[config.mk]
export PLATFORM = sky130hd
export DESIGN_NAME = instr_fetch
export DESIGN_NICKNAME = d
export VERILOG_FILES = /design/src/rtl/instr_fetch.sv
export SDC_FILE = /design/constraint.sdc
export NUM_CORES = 1
export LEC_CHECK = 0
export ABC_AREA = 0
export ABC_CLOCK_PERIOD_IN_PS = 4000
export CORE_MARGIN = 4
export CORE_UTILIZATION = 50
export CTS_CLUSTER_DIAMETER = 40
export DETAILED_ROUTE_END_ITERATION = 10
export GPL_ROUTABILITY_DRIVEN = 0
export PLACE_DENSITY = 0.85
export RECOVER_POWER = 100
export REMOVE_ABC_BUFFERS = 1
export SYNTH_ARGS = -nofsm -noshare
export SYNTH_HDL_FRONTEND = slang
export SYNTH_SLANG_ARGS = --single-unit
export TNS_END_PERCENT = 100
[constraint.sdc]
create_clock -name clk -period 4 [get_ports clk]
set_clock_uncertainty 0.1 [all_clocks]
set_input_delay 0.8 -clock clk [delete_from_list [all_inputs] [get_ports clk]]
set_output_delay 0.8 -clock clk [all_outputs]
set_load 0.02 [all_outputs]
[src/rtl/instr_fetch.sv]
// rtl/instr_fetch.sv - instruction fetch unit with a single outstanding memory read
//
// Fetches one instruction word per pc_update and hands it to decode over a
// valid/ready handshake. At most one instruction memory read is ever in flight;
// a redirect that arrives while a read is pending drains the stale response first.
//
// Parameters:
//   ROM_BASE  byte address of instruction memory word 0
//   ADDR_W    instruction memory word-address width (2^ADDR_W words)
// Ports:
//   clk, rst                    clock, synchronous active-high reset
//   addr, pc_update             fetch byte address and its one-cycle request pulse
//   imem_req, imem_addr         one-cycle read strobe and word address to memory
//   imem_rdata, imem_rvalid     read data and its one-cycle valid pulse
//   instr, pc_out               fetched instruction and its byte address
//   instr_valid, instr_ready    handshake to decode
//   fetch_fault                 rejected fetch address
//   busy                        a fetch is in progress (REQ, WAIT or DRAIN)
// Build option:
//   IFETCH_FAULT_CHECK_EN       reject misaligned or out-of-ROM fetch addresses
module instr_fetch #(
    parameter logic [31:0] ROM_BASE = 32'h01000000,
    parameter int          ADDR_W   = 10
) (
    input  logic              clk,
    input  logic              rst,
    input  logic [31:0]       addr,
    input  logic              pc_update,
    output logic              imem_req,
    output logic [ADDR_W-1:0] imem_addr,
    input  logic [31:0]       imem_rdata,
    input  logic              imem_rvalid,
    output logic [31:0]       instr,
    output logic [31:0]       pc_out,
    output logic              instr_valid,
    input  logic              instr_ready,
    output logic              fetch_fault,
    output logic              busy
);

    typedef enum logic [2:0] {
        IDLE,
        REQ,
        WAIT,
        DRAIN,
        HOLD,
        FAULT
    } state_t;

    state_t      state;
    state_t      state_next;
    logic [31:0] fa;
    logic [31:0] fa_next;
    logic        next_ok;

    // Every decision in this cycle that leads to REQ uses the address that
    // will be in fa after this edge, so a same-cycle pc_update is honoured.
    assign fa_next = pc_update ? addr : fa;

`ifdef IFETCH_FAULT_CHECK_EN
    localparam logic [32:0] ROM_BYTES = 33'd4 << ADDR_W;

    logic [32:0] fa_off;

    // 33-bit subtraction: bit 32 set means fa_next lies below ROM_BASE.
    assign fa_off  = {1'b0, fa_next} - {1'b0, ROM_BASE};
    assign next_ok = (fa_next[1:0] == 2'b00) && !fa_off[32] && (fa_off < ROM_BYTES);
`else
    assign next_ok = 1'b1;
`endif

    always_ff @(posedge clk) begin
        if (rst) begin
            state <= IDLE;
        end else begin
            state <= state_next;
        end
    end

    always_comb begin
        state_next = state;
        case (state)
            IDLE, FAULT: begin
                if (pc_update) state_next = next_ok ? REQ : FAULT;
            end
            HOLD: begin
                // A redirect wins over a simultaneous acceptance.
                if (pc_update)        state_next = next_ok ? REQ : FAULT;
                else if (instr_ready) state_next = IDLE;
            end
            REQ: begin
                // The strobe has not left yet, so a redirect simply retargets it.
                if (pc_update) state_next = next_ok ? REQ : FAULT;
                else           state_next = WAIT;
            end
            WAIT: begin
                if (pc_update && imem_rvalid) state_next = next_ok ? REQ : FAULT;
                else if (pc_update)           state_next = DRAIN;
                else if (imem_rvalid)         state_next = HOLD;
            end
            DRAIN: begin
                // The outstanding response is stale; only after it lands may a new read go out.
                if (imem_rvalid) state_next = next_ok ? REQ : FAULT;
            end
            default: state_next = IDLE;
        endcase
    end

    always_ff @(posedge clk) begin
        if (rst) begin
            fa          <= ROM_BASE;
            imem_req    <= 1'b0;
            imem_addr   <= '0;
            instr       <= '0;
            pc_out      <= ROM_BASE;
            instr_valid <= 1'b0;
        end else begin
            fa          <= fa_next;
            imem_req    <= (state == REQ) && (state_next == WAIT);
            instr_valid <= (state_next == HOLD);
            if ((state == REQ) && (state_next == WAIT)) begin
                imem_addr <= ADDR_W'((fa - ROM_BASE) >> 2);
            end
            if ((state == WAIT) && imem_rvalid && !pc_update) begin
                instr  <= imem_rdata;
                pc_out <= fa;
            end
        end
    end

`ifdef IFETCH_FAULT_CHECK_EN
    always_ff @(posedge clk) begin
        if (rst) begin
            fetch_fault <= 1'b0;
        end else begin
            fetch_fault <= (state_next == FAULT);
        end
    end
`else
    assign fetch_fault = 1'b0;
`endif

    assign busy = (state == REQ) || (state == WAIT) || (state == DRAIN);

endmodule

Word-level counts from Yosys, hierarchy flattened
Cells that the tools add are included.
{"block": "op_classes", "muxes": 9, "reduce_logical": 9, "eq_ne": 7, "addsub": 1}
{"operator": "two-way mux 3 bit", "count": 7}
{"operator": "one-hot mux 3 bit (5 select lines)", "count": 1}
{"operator": "subtractor 12 x 1 -> 12 bit, second input constant", "count": 1}
{"operator": "equality test 3 x 2 -> 1 bit, second input constant", "count": 3}
{"operator": "equality test 3 bit, second input constant", "count": 3}
{"operator": "logical AND 1 bit", "count": 4}
{"operator": "equality test 3 x 1 -> 1 bit, second input constant", "count": 1}
{"operator": "zero test 3 bit", "count": 1}
{"operator": "logical OR 1 bit", "count": 2}
{"operator": "two-way mux 2 bit", "count": 1}
{"operator": "OR reduction 2 bit", "count": 1}
{"operator": "zero test 1 bit", "count": 1}
{"block": "word_totals", "reg_bits": 111, "in_bits": 69, "elab_cells": 33}

Longest topological paths before layout
{"block": "logic_depth", "word_depth": 6, "mapped_depth": 6}

Least setup slack after synthesis
No wires, ideal clock.
{"block": "synth_timing", "kind": "in2reg", "startpoint": "input port pc_update", "endpoint": "register imem_addr[2]", "path_slack_ns": 2.188, "arrival_time_ns": 1.591, "stages": 4, "setup_time_ns": 0.121, "path_buffers": 1, "cell_sequence": "or4b_4 > buf_6 > nand2_1 > a21oi_1"}
{"block": "synth_between", "elab_chain_len": 5}
{"item": "from (decl)", "line": "28", "source": "input logic pc_update,"}
{"item": "two-way mux 3 bit or logical AND 1 bit (tied branches)", "line": "98, 97"}
{"item": "two-way mux 3 bit", "line": "97", "source": "if (pc_update && imem_rvalid) state_next = next_ok ? REQ : FAULT;"}
{"item": "one-hot mux 3 bit (5 select lines) *", "line": "82", "source": "case (state)"}
{"item": "equality test 3 x 2 -> 1 bit *", "line": "121", "source": "if ((state == REQ) && (state_next == WAIT)) begin"}
{"item": "logical AND 1 bit *", "line": "121"}
{"item": "to (signal assigned)", "line": "122", "source": "imem_addr <= ADDR_W'((fa - ROM_BASE) >> 2);"}
{"item": "to (decl)", "line": "30", "source": "output logic [ADDR_W-1:0] imem_addr,"}
Mark *: on every way between the ends. The rest lies on a longest branch, timed or not.
A chain may end at the register's enable or synchronous reset.

==> results.toml <==
[routing]
drt_iter0_drc = 79
wl_met2_um = 4700
routed-wl-met3_um = 582
routed_wl_um = 9820
viasPerCell = 4.92
met1_length_um = 4370
drc_errors = 0
dr.max_layer_used = "met4"
ant_nets = 0
first_pass_iters = 4
wl_per_cell_um = 14.2
num_vias = 3403

[floorplan]
die_h_um = 104
io_pins = 147
coreArea_mm2 = 0.00885
std_cell_rows = 34
fp.dieW_um = 104
start_util_pct = 52.4
dieArea_mm2 = 0.0109

[clock_network]
cts_buffers = 9
hold_buffers = 0
path_clk_slew_ps = 100
ctsLongestPathBuffers = 2
cts_sinks = 111
cts_tree = "built"
cts_root_buf = "clkbuf_8"
cts.repair.resized = 0
htree_levels = 3
clkLatencyLatePin_ps = 360
cts_setup_buffers = 0

[sta]
grt_setup_unrepaired = "false"
tightest_slew_ps = 2470
setup_viol = 0
max_slew_margin_pct = -64.8
final.setup.worst_slack_ps = 1060
fin_crit_ps = 2940
slew_viol_final = 176
hold_viol_final = 0
fin_crit_sh_pct = 73.6
timing.fmax_mhz = 340

[logic_synthesis]
muxShareOfSynthArea_pct = 20.5
synthAdderAreaFrac_pct = 0
synthXorXnorAreaFrac_pct = 0
synthSimpleGateAreaFrac_pct = 24.0
seq_area_frac_synth_pct = 48.0
yosys_warnings = 0
syn_area_per_cell_um2 = 10.3
ys_types = 28
netlist_area_mm2 = 0.00463
synth_top_family_by_area = "simple AND/OR/NAND/NOR gates"
synth_compound_area_share_pct = 2.16
syn_inst = 452
ys_ff_latch = 111

[global_route]
globalRouteOverflowTotal = 0
grt_pass1_wl_um = 16600
antenna_found_initial = 0
grt_start_max_net_pins = 176
grt_pass1_vias = 3480
grtUsageTotal_pct = 18.3

[worst_setup_path]
cp_cell_sequence = "clkbuf_4, clkbuf_2, nand2b_1, mux2i_1"
cp.buffers_inverters = 2
crit_path_end_kind = "flop"
slowest_delay_ps = 1690
path_class = "input pin to flop"
critPathLaunchType = "input pin"
cp_data_required_time_ps = 4120
crit_family = "buffers and inverters"
worstPathArrival_ps = 3070
path_max_fanout = 175
crit_slowest_cell = "clkbuf_2"

[pwr]
combPwrFrac_pct = 10.4
p_sw_share_pct = 23.7
internal-power_mw = 1.50
powerDensity_mw_per_mm2 = 318
p_leak_nw = 2.47
clkPwrFrac_pct = 31.4
p_switching_uw = 467
ir_drop_mv = 0.232
seq_power_share_pct = 58.2

[layout]
area_growth_pct = 33.5
final_nets = 647
finish.utilization_pct = 69.9
antenna_cells = 0
fillCellCount = 690
finalNonFillerCells = 691
drive_above_1_share_pct = 4.80

[placed_design]
io_buffers = 145
dpl.cell_count = 675
dp_slack_ps = 1380
dp_hpwl_um = 6870

[outcome]
violations = "max-capacitance violations, max-slew violations"
status = "finished, violations left"

[job]
drv_cap = 1

[min_path]
hold_class = "flop to flop"
## cells in the mapped netlist, drive strengths merged
| master | n | share of area, % |
|---|---|---|
| clkbuf | 15 | 1.2 |
| nand3b | 2 | 0.59 |
| nor4 | 1 | 0.14 |
| nand2b | 127 | 17 |
| a22oi | 1 | 0.16 |
| dfxtp | 111 | 48 |
| nor2 | 37 | 3.1 |
| a211o | 1 | 0.19 |
| a221oi | 1 | 0.19 |
| mux2i | 95 | 21 |
| or4b | 1 | 0.30 |
| conb | 1 | 0.081 |
| nor3 | 2 | 0.32 |
| nand2 | 20 | 1.6 |
| o21ai | 1 | 0.11 |
| buf | 19 | 3.9 |
| a21oi | 11 | 1.3 |
| nor4b | 1 | 0.51 |
| inv | 2 | 0.16 |
| o32a | 1 | 0.24 |
| nor2b | 2 | 0.27 |
## sequential cells by signal (all words and copies together), names as in the netlist
register and count:
imem_req 1, imem_addr 10, pc_out 32, fa 32, instr_valid 1, instr 32, state 3
## stage by stage
stage	instance area [um^2]	hold slack, ps	TNS (ps)	power (mW)
finish	6180	360	0	1.97
global route	6180	387	0	2.06
CTS	6200	366	0	1.99
detailed placement	6020	352	0	1.38
global placement	6020	343	0	1.37
floorplan	4390	339	-61500	1.26
## power by group through the flow
stage | clock [mW] | sequential (mW) | combinational (mW)
after floorplan | 0 | 1.18 | 0.0801
after global placement | 0 | 1.17 | 0.201
after detailed placement | 0 | 1.17 | 0.207
after CTS | 0.638 | 1.15 | 0.208
after global routing | 0.679 | 1.15 | 0.225
final | 0.618 | 1.15 | 0.204
## layout by cell type (no fill, tap or decap), drive strengths merged, types with 3 or more instances in the layout
cell | Yosys | layout
nand2 | 20 | 20
mux2i | 95 | 95
buf | 19 | 4
clkdlybuf4s50 | 0 | 66
nor2 | 37 | 37
clkbuf | 15 | 12
inv | 2 | 4
dfxtp | 111 | 111
a21oi | 11 | 11
clkinv | 0 | 3
dlygate4sd3 | 0 | 77
nand2b | 127 | 127
## worst min-delay path, cell delays in order (launching register included)
cell,delay [ps]
dfxtp_1,320
nand2_1,50
a21oi_1,50
## per-layer routing
metal  vias up  GRT usage, %
met5         -             0
met4         0          6.17
met3        17          5.03
met2       102          30.4
met1      1570          22.9
li1       1714             -
## worst paths after layout
| kind | from | end | slack (ps) | cells after the start |
|---|---|---|---|---|
| hold / removal | imem_addr[9] | imem_addr[9] | 360 | 2 |
| hold reg to reg | imem_addr[9] | imem_addr[9] | 360 | 2 |
| setup reg to reg | state[1] | instr[4] | 2140 | 4 |
| setup / recovery | rst | pc_out[0] | 1060 | 4 |
## cell families after synthesis
| group | Yosys count |
|---|---|
| AO/OA/AOI/OAI | 16 |
| buffers and inverters | 36 |
| flip-flops | 111 |
| multiplexers | 95 |
| other | 1 |
| AND/OR/NAND/NOR | 193 |
## layout make-up
class | count | area [um^2] | share of cell area [%]
Clock buffer | 10 | 138 | 2.23
Clock inverter | 6 | 43.8 | 0.708
Inverter | 2 | 7.51 | 0.121
Multi-Input combinational cell | 305 | 2170 | 35.0
Sequential cell | 111 | 2220 | 35.9
Tap cell | 108 | 135 | 2.18
Timing Repair Buffer | 149 | 1470 | 23.8
Note: power is estimated with default switching activity, not from simulation.
==> variant, RTL diff (same flow settings) <==
The parameter `ADDR_W` goes from 10 to 9.
--- a/src/rtl/instr_fetch.sv
+++ b/src/rtl/instr_fetch.sv
@@ -21,5 +21,5 @@
 module instr_fetch #(
     parameter logic [31:0] ROM_BASE = 32'h01000000,
-    parameter int          ADDR_W   = 10
+    parameter int          ADDR_W   = 9
 ) (
     input  logic              clk,
Interface: changed (resized imem_addr); port bits go from 147 to 146. The function was not compared with the original's and may differ.
==> variant against the unedited design <==
- the run still ends with capacitance limit, slew limit left
- critical path depth rose by 1
- synthesized area is 0.11% higher
- routed wire length down 2.0%
- worst setup slack better by 130 ps
- sequential cell count decreased by 1
- synthesized cell count shrank 0.88%
- worst hold slack got worse by 2.8 ps
- final area decreased by 0.87%
- total power is 0.82% lower
- largest cell class unchanged
- highest routed layer unchanged
==> variant: results (changes against the unedited design) <==
GLOBAL_ROUTE.USAGE.TOTAL_PCT=17.8  # was 18.3%
GRT_PASS1_VIAS=3382  # was 3480
DRV_CAP=1  # unchanged
DPL_WORST_SLACK_PS=1370  # was 1380 ps
HOLD-PATH-ENDPOINT='imem_addr[6]'  # was imem_addr[9]
GRT_USE_MET2_PCT=31.1  # was 30.4%
PLACE_INST=670  # was 675
R2R-END='pc_out[17]'  # was instr[4]
SYNTH.CELLS.MOST_FREQUENT='nand2b_1 (127), dfxtp_1 (110), mux2i_1 (95)'  # was nand2b_1 (127), dfxtp_1 (111), mux2i_1 (95)
WORSTSKEWPAIRLATENCY_PS=360  # about the same
GRT_PASS1_WL_MM=16.1  # was 16.6 mm
TIMING.SLEW.HEADROOM_PCT=-7.20  # was -64.8%
SYN_AVG_CELL_AREA_UM2=10.4  # was 10.3 um^2
VIOLATIONS='capacitance limit, slew limit'  # unchanged
P_INT_uW=1490  # was 1500 uW
VIAS_PER_CELL=4.87  # was 4.92
GRT.MET1_USAGE_PCT=21.0  # was 22.9%
PORT_BUFFERS=144  # was 145
OUTCOME='complete, but fails checks'  # unchanged
VIAS=3349  # was 3403
SYNTH-COMPOUND-AREA-SHARE_PCT=2.05  # was 2.16%
DRV_SLEW=105  # was 176
SYNTH.MUX.AREA_FRACTION_PCT=20.5  # about the same
SEQ_CELL_POWER_uW=1140
LAYOUT-DRIVE-GT1-SHARE_PCT=4.33  # was 4.80%
PLACEDINSTANCEAREA_UM2=5980  # was 6020 um^2
WIRE_PER_INST_UM=14.0  # was 14.2 um
MET3_WIRELENGTH_UM=650  # was 582 um
HPWLAFTERDP_MM=6.75  # was 6.87 mm
SYNTH.AREA.TOP_CELLS='dfxtp_1 (47%), mux2i_1 (21%), nand2b_1 (17%), nor2_1 (2.9%), buf_12 (2.6%)'  # was dfxtp_1 (48%), mux2i_1 (21%), nand2b_1 (17%), nor2_1 (2.9%), buf_8 (1.6%)
FIN_WORST_HOLD_SLACK_PS=357  # was 360 ps
DRT-INITIAL-DRC-COUNT=120  # was 79
MET1WIRELENGTH_MM=4.24  # was 4.37 mm
GRT_START_MAX_NET_PINS=106  # was 176
YOSYSUNIQUECELLTYPES=29  # was 28
IR_DROP_V=0.000189  # was 0.000232 V
PATH_MAX_FANOUT=35  # was 175
YS_SEQ_AREA_SHARE_PCT=47.5  # was 48.0%
MET3_DEMAND_TO_CAPACITY_SHARE_IN_GLOBAL_ROUTING_PCT=5.28  # was 5.03%
REG2REG_SETUP_SLACK_PS=1600  # was 2140 ps
HOLD_PATH_STARTPOINT='imem_addr[6]'  # was imem_addr[9]
WORSTPATHARRIVAL_PS=2980  # was 3070 ps
FINALNETCOUNT=642  # was 647
## variant: area by class of cell
class	instances	area (um^2)
clock inverter	4	32.5
sequential	110	2200
inverter	2	7.51
tap	108	135
timing repair buffer	148	1470
clock buffer	12	145
multi-input combinational	302	2130
fill	711	2760
antenna	1	2.50
## variant: worst max path at each step
| stage | slack [ps] | start | endpoint | cells after the start |
|---|---|---|---|---|
| floorplan | -960 | imem_rvalid | instr[0] | 3 |
| global placement | 1480 | imem_rvalid | instr[1] | 5 |
| detailed placement | 1370 | imem_rvalid | pc_out[17] | 5 |
| CTS | 1330 | state[1] | busy | 3 |
| global route | 1040 | imem_rvalid | pc_out[17] | 5 |
| finish | 1180 | imem_rvalid | pc_out[17] | 5 |
## variant: worst max-delay path: stages
cell and delay (ps):
dlygate4sd3_1 580, nand3b_2 100, nor3_1 230, clkbuf_2 930
mux2i_1 300
